--- config.mk ---
export PLATFORM = sky130hd
export DESIGN_NAME = line_filler_flat
export DESIGN_NICKNAME = d
export VERILOG_FILES = /design/src/rtl/line_filler_pkg.sv /design/src/rtl/line_filler_if.sv /design/src/rtl/line_filler_span_mask.sv /design/src/rtl/line_filler.sv /design/src/flat_wrapper.sv
export SDC_FILE = /design/constraint.sdc
export NUM_CORES = 1
export LEC_CHECK = 0
export CORE_MARGIN = 2
export CORE_UTILIZATION = 43
export CTS_CLUSTER_SIZE = 20
export DETAILED_ROUTE_END_ITERATION = 12
export PLACE_DENSITY = 0.71
export SLEW_MARGIN = 20
export SYNTH_ARGS = -nofsm -noshare
export SYNTH_HDL_FRONTEND = slang
export SYNTH_SLANG_ARGS = --single-unit
--- constraint.sdc ---
create_clock -name clk_draw -period 5.2 [get_ports clk_draw]
set_input_delay 0.78 -clock clk_draw [delete_from_list [all_inputs] [get_ports clk_draw]]
set_output_delay 0.78 -clock clk_draw [all_outputs]
set_load 0.02 [all_outputs]
--- src/rtl/line_filler_pkg.sv ---
// Shared types and constants for the line filler: FSM states, word geometry
// and bus widths of the off-screen line buffer.
package line_pkg;
  localparam int PIX_PER_WORD   = 16;
  localparam int PIX_SHIFT      = 4;
  localparam int LINE_WORDS_DEF = 80;
  localparam int BYTE_W         = 8;
  localparam int WORD_W         = PIX_PER_WORD * BYTE_W;
  localparam int ADDR_W         = 7;

  typedef enum logic [1:0] {
    ST_IDLE,
    ST_BG,
    ST_SPAN,
    ST_DONE
  } state_t;
endpackage

--- src/rtl/line_filler_if.sv ---
// Write port into the off-screen line buffer; byte i of a word is pixel 16*addr+i.
interface line_filler_if;
  import line_pkg::*;

  logic [ADDR_W-1:0]       addr_off_draw;
  logic [PIX_PER_WORD-1:0] we_off_draw;
  logic [WORD_W-1:0]       colour_off_draw;

  modport master (output addr_off_draw, output we_off_draw, output colour_off_draw);
  modport slave  (input  addr_off_draw, input  we_off_draw, input  colour_off_draw);
endinterface

--- src/rtl/line_filler_span_mask.sv ---
// Per-pixel byte enables for one buffer word: pixel 16*w+i is enabled when it
// lies inside the inclusive span [x0, x1c].
module span_mask
  import line_pkg::*;
#(
  parameter int CORDW = 11
) (
  input  logic [ADDR_W-1:0]       w,
  input  logic [CORDW-1:0]        x0,
  input  logic [CORDW-1:0]        x1c,
  output logic [PIX_PER_WORD-1:0] mask
);
  logic [CORDW:0] base;

  assign base = (CORDW+1)'({w, {PIX_SHIFT{1'b0}}});

  always_comb begin
    mask = '0;
    for (int i = 0; i < PIX_PER_WORD; i++) begin
      mask[i] = ({1'b0, x0} <= base + (CORDW+1)'(i)) &&
                (base + (CORDW+1)'(i) <= {1'b0, x1c});
    end
  end
endmodule

--- src/rtl/line_filler.sv ---
// Renders one display line into the off buffer: a gradient background pass
// over every word, then an optional solid-colour span written on top of it.
module line_filler
  import line_pkg::*;
#(
  parameter int CORDW      = 11,
  parameter int LINE_WORDS = LINE_WORDS_DEF
) (
  input  logic             clk_draw,
  input  logic             rst_draw_n,
  input  logic             line_start,
  input  logic [CORDW-1:0] line_y,
  input  logic [7:0]       bg_base,
  input  logic             span_en,
  input  logic [CORDW-1:0] span_x0,
  input  logic [CORDW-1:0] span_x1,
  input  logic [7:0]       span_colour,
  line_filler_if.master    wr,
  output logic             busy,
  output logic             done,
  output logic             overrun
);
  localparam logic [CORDW:0]    LAST_PIX  = (CORDW+1)'(PIX_PER_WORD * LINE_WORDS - 1);
  localparam logic [ADDR_W-1:0] LAST_WORD = ADDR_W'(LINE_WORDS - 1);

  state_t                  state, state_n;
  logic [ADDR_W-1:0]       w, w_n;
  logic [7:0]              y_q, base_q, col_q;
  logic                    en_q;
  logic [CORDW-1:0]        x0_q, x1_q, x1c;
  logic                    span_ok;
  logic [ADDR_W-1:0]       span_first, span_last;
  logic [PIX_PER_WORD-1:0] mask;
  logic                    wr_en;
  logic [PIX_PER_WORD-1:0] wr_we;
  logic [WORD_W-1:0]       wr_col;
  logic [ADDR_W-1:0]       addr_q;
  logic [PIX_PER_WORD-1:0] we_q;
  logic [WORD_W-1:0]       colour_q;
  logic                    unused_y_hi;

  // Only the low byte of the line number feeds the background gradient.
  assign unused_y_hi = ^line_y[CORDW-1:8];

  always_comb begin
    x1c = x1_q;
    if ({1'b0, x1_q} > LAST_PIX) x1c = CORDW'(LAST_PIX);
  end

  assign span_ok    = en_q && (x0_q <= x1_q) && ({1'b0, x0_q} <= LAST_PIX);
  assign span_first = ADDR_W'(x0_q >> PIX_SHIFT);
  assign span_last  = ADDR_W'(x1c >> PIX_SHIFT);

  span_mask #(.CORDW(CORDW)) u_span_mask (
    .w    (w),
    .x0   (x0_q),
    .x1c  (x1c),
    .mask (mask)
  );

  always_ff @(posedge clk_draw or negedge rst_draw_n) begin
    if (!rst_draw_n) begin
      state <= ST_IDLE;
      w     <= '0;
    end else begin
      state <= state_n;
      w     <= w_n;
    end
  end

  always_comb begin
    state_n = state;
    w_n     = w;
    wr_en   = 1'b0;
    wr_we   = '0;
    wr_col  = '0;
    case (state)
      ST_IDLE: begin
        w_n = '0;
        if (line_start) state_n = ST_BG;
      end
      ST_BG: begin
        wr_en = 1'b1;
        wr_we = '1;
        for (int i = 0; i < PIX_PER_WORD; i++) begin
          wr_col[i*BYTE_W +: BYTE_W] = y_q + base_q + {w[3:0], 4'h0} + 8'(i);
        end
        if (w == LAST_WORD) begin
          if (span_ok) begin
            state_n = ST_SPAN;
            w_n     = span_first;
          end else begin
            state_n = ST_DONE;
          end
        end else begin
          w_n = w + 1'b1;
        end
      end
      ST_SPAN: begin
        wr_en  = 1'b1;
        wr_we  = mask;
        wr_col = {PIX_PER_WORD{col_q}};
        if (w == span_last) state_n = ST_DONE;
        else                w_n     = w + 1'b1;
      end
      ST_DONE: state_n = ST_IDLE;
      default: state_n = ST_IDLE;
    endcase
  end

  always_ff @(posedge clk_draw or negedge rst_draw_n) begin
    if (!rst_draw_n) begin
      y_q    <= '0;
      base_q <= '0;
      en_q   <= 1'b0;
      x0_q   <= '0;
      x1_q   <= '0;
      col_q  <= '0;
    end else if (state == ST_IDLE && line_start) begin
      y_q    <= line_y[7:0];
      base_q <= bg_base;
      en_q   <= span_en;
      x0_q   <= span_x0;
      x1_q   <= span_x1;
      col_q  <= span_colour;
    end
  end

  // Outputs lag the FSM by one cycle so everything leaving the block is a flop.
  always_ff @(posedge clk_draw or negedge rst_draw_n) begin
    if (!rst_draw_n) begin
      addr_q   <= '0;
      we_q     <= '0;
      colour_q <= '0;
      busy     <= 1'b0;
      done     <= 1'b0;
      overrun  <= 1'b0;
    end else begin
      we_q <= wr_we;
      if (wr_en) begin
        addr_q   <= w;
        colour_q <= wr_col;
      end
      busy <= (state == ST_BG) || (state == ST_SPAN);
      done <= (state == ST_DONE);
      if (line_start && state != ST_IDLE) overrun <= 1'b1;
    end
  end

  assign wr.addr_off_draw   = addr_q;
  assign wr.we_off_draw     = we_q;
  assign wr.colour_off_draw = colour_q;
endmodule
--- src/flat_wrapper.sv ---
// flat-port wrapper written by rule: the top's interface ports become plain ports
module line_filler_flat import line_pkg::*;
#(
  parameter int CORDW      = 11,
  parameter int LINE_WORDS = LINE_WORDS_DEF
)
  (clk_draw, rst_draw_n, line_start, line_y, bg_base, span_en, span_x0, span_x1, span_colour, busy, done, overrun, wr_addr_off_draw, wr_we_off_draw, wr_colour_off_draw);
  line_filler_if wr_i ();
  input  logic clk_draw;
  input  logic rst_draw_n;
  input  logic line_start;
  input  logic [CORDW-1:0] line_y;
  input  logic [7:0] bg_base;
  input  logic span_en;
  input  logic [CORDW-1:0] span_x0;
  input  logic [CORDW-1:0] span_x1;
  input  logic [7:0] span_colour;
  output logic busy;
  output logic done;
  output logic overrun;
  output wire logic [$bits(wr_i.addr_off_draw)-1:0] wr_addr_off_draw;
  output wire logic [$bits(wr_i.we_off_draw)-1:0] wr_we_off_draw;
  output wire logic [$bits(wr_i.colour_off_draw)-1:0] wr_colour_off_draw;
  assign wr_addr_off_draw = wr_i.addr_off_draw;
  assign wr_we_off_draw = wr_i.we_off_draw;
  assign wr_colour_off_draw = wr_i.colour_off_draw;
  line_filler #(.CORDW(CORDW), .LINE_WORDS(LINE_WORDS)) u_core (.clk_draw(clk_draw), .rst_draw_n(rst_draw_n), .line_start(line_start), .line_y(line_y), .bg_base(bg_base), .span_en(span_en), .span_x0(span_x0), .span_x1(span_x1), .span_colour(span_colour), .wr(wr_i), .busy(busy), .done(done), .overrun(overrun));
endmodule
==> impl_metrics.ini <==
[status]
status = finished, final reports clean

[layout]
n_fill_cell = 2096
diodes = 0
final_nets = 1306
area_growth_pct = 25.6
final_common_cell = clkdlybuf4s50_1
drive_above_1_share_pct = 11.7
layout_common_cells = 202 x clkdlybuf4s50_1, 176 x dfrtp_1, 118 x a21oi_1

[floorplanning]
fp.dieH_um = 158
num_io_pins = 207
rows = 56
initial_utilization_pct = 43.7
fp.dieW_um = 158
die_area_um2 = 25100
core_um2 = 23500

[synth]
yosysSeqAreaShare_pct = 43.0
synthFlopType = dfrtp_1
synth_compound_area_share_pct = 17.5
syn_avg_cell_area_um2 = 9.74
synth_top_family_by_area = compound AO/OA/AOI/OAI gates
synth_cell_type_count = 78
async_reset_ff_share_pct = 100
synthMuxAreaShare_pct = 7.25
synth_edf_count = 0
synth_fa_ha_area_share_pct = 7.74
yosys_warnings = 0
syn_inst = 1052
synthSimpleGateAreaFrac_pct = 12.3
syn-cell-area_um2 = 10300
synthesis.nets = 1166
synth_seq_cells = 176
synth_xor_area_share_pct = 5.53

[routing]
wl_per_cell_um = 18.2
drt_pre_antenna_iters = 5
drc = 0
drt_iter0_markers = 519
vias_per_cell = 5.49
wirelength_mm = 27.7
num_vias = 8364
ant_nets = 0

[setup_path]
crit_chain = ha_1, ha_1, a21o_1, a21oi_1, xor2_2, buf_4, inv_2, ha_1, inv_1, o21a_1, xnor2_1, nand2_1, a21oi_1
path_class = reg2reg
arrival_ps = 4110
crit_path_max_fanout = 18
cp-start-kind = flop
cp.depth = 13
timing.critical_path.slowest_stage_cell = inv_1
r2r_end = u_core.wr.colour_off_draw[125]
crit_required_ps = 5560
reg2regPathDepth = 13
cp-startpoint = u_core.base_q[2]
critical_path.top_delay_family = adder cells
reg2reg_slack_ps = 1450
cpPeakStageDelay_ps = 500
cp_num_buf_inv = 3
crit_path_end_kind = flop
r2r_start = u_core.base_q[2]
crit_end = u_core.wr.colour_off_draw[125]
crit_top_cell = ha_1

[global_route]
grt_overflow = 0
grt_max_degree = 86
grt_pass1_vias = 8181
grt_pass1_wl_mm = 44.1
gr-usage-all-layers_pct = 22.5
antenna_found_initial = 0

[sta]
tns_ps = 0
slew_violations = 0
tightest_slew_ps = 945
fin_skew_ps = 10.2
fmax_mhz = 267
finalHoldViolCount = 0
rsz0062_at_grt = false
slew_headroom_pct = 36.8
fin_crit_ps = 3750
setup_viol = 0
fin_crit_sh_pct = 72.0

[place]
port_buffers = 203
dp_hpwl_mm = 19.2
gp_congestion = 0.864

[cts]
root_buffer = clkbuf_16
cts_htree_levels = 4
cts_sinks = 176
cts.repair.resized = 0
clk_latency_ps = 440
clk_pin_slew_worst_paths_ps = 70
post_cts_hold_buffer_count = 0
cts_tree = built
clockBufferDepth = 2
numCtsBuffers = 17
cts_setup_buffers = 0

[flow_run]
maxCapViolations = 0

[min_path]
hp-class = in2async
==> flip-flops by register name, summed over array words and instances (netlist names) <==
signal,count
u_core.wr.addr_off_draw,7
u_core.w,7
u_core.x1_q,11
u_core.busy,1
u_core.base_q,8
u_core.col_q,8
u_core.wr.colour_off_draw,94
u_core.y_q,8
u_core.x0_q,11
u_core.wr.we_off_draw,16
u_core.done,1
u_core.overrun,1
u_core.state,2
u_core.en_q,1
==> how the worst min path moves through the flow <==
stage               cells past startpoint              end            start
finish                                  1   u_core.overrun       rst_draw_n
detailed placement                      1   u_core.overrun   u_core.overrun
CTS                                     1   u_core.overrun       rst_draw_n
global placement                        1   u_core.overrun   u_core.overrun
global route                            1   u_core.overrun       rst_draw_n
floorplan                               1  u_core.col_q[1]  u_core.col_q[1]
==> worst register-to-register path, stage by stage (launching register included) <==
cell	delay, ps
dfrtp_1	380
ha_1	350
ha_1	340
a21o_1	190
a21oi_1	230
xor2_2	160
buf_4	310
inv_2	200
ha_1	360
inv_1	500
o21a_1	260
xnor2_1	120
nand2_1	70
a21oi_1	190
==> final cells by class <==
cell class / count / area (µm²) / share of cell area (%)
well taps: 319 / 399 / 3.10
clock inverters: 14 / 149 / 1.16
repair buffers: 217 / 2140 / 16.6
clock buffers: 18 / 429 / 3.33
inverters: 45 / 169 / 1.31
flip-flops and latches: 176 / 4400 / 34.2
multi-input cells: 735 / 5190 / 40.3
==> routing by layer <==
layer	global-route usage [%]	wire length, µm	vias to the layer above
met5	0	0	-
met4	6.09	373	0
met3	3.38	1400	31
met2	37.1	13200	271
met1	31.2	12800	4139
li1	-	-	3923
==> metrics by stage <==
step	area (µm²)	hold WS, ps	setup WS (ps)	utilization [%]	cells
6_report	12900	354	1450	54.9	1524
5_1_grt	12900	438	1170	54.9	1524
3_3_place_gp	12300	442	1540	52.3	1492
3_5_place_dp	12300	463	1520	52.4	1492
2_1_floorplan	10300	471	2010	-	1052
4_1_cts	12900	422	1490	54.8	1524
==> logic make-up (layout without fill, tap and decap cells) <==
| family | after synthesis | in the layout |
|---|---|---|
| AO/OA/AOI/OAI | 283 | 283 |
| XOR/XNOR | 63 | 63 |
| adder cells (fa/ha/maj) | 61 | 61 |
| buffers and inverters | 141 | 294 |
| flip-flops | 176 | 176 |
| multiplexers | 67 | 67 |
| AND/OR/NAND/NOR | 261 | 261 |
==> cell usage after synthesis, types with 6 or more instances <==
cell / instances / area share [%]
nor2_1: 88 / 3.2
buf_4: 35 / 2.6
mux2_2: 58 / 6.4
o21a_1: 17 / 1.2
a211oi_1: 8 / 0.59
a21oi_1: 118 / 5.8
a31oi_1: 8 / 0.49
nor3_2: 10 / 0.98
dfrtp_1: 176 / 43
buf_1: 7 / 0.26
ha_1: 57 / 7.0
a21o_1: 13 / 0.95
nor3_1: 14 / 0.68
o21ai_0: 50 / 2.4
nand3_1: 11 / 0.54
o211ai_1: 6 / 0.44
clkbuf_1: 46 / 1.7
mux2i_1: 9 / 0.88
inv_1: 43 / 1.6
nor4_1: 10 / 0.61
xnor2_1: 57 / 4.9
o41ai_1: 6 / 0.51
nand2_1: 86 / 3.1
Power is left out: the tool's default activity adds up to more than one toggle a clock period on the data nets, which glitch-free logic cannot reach.
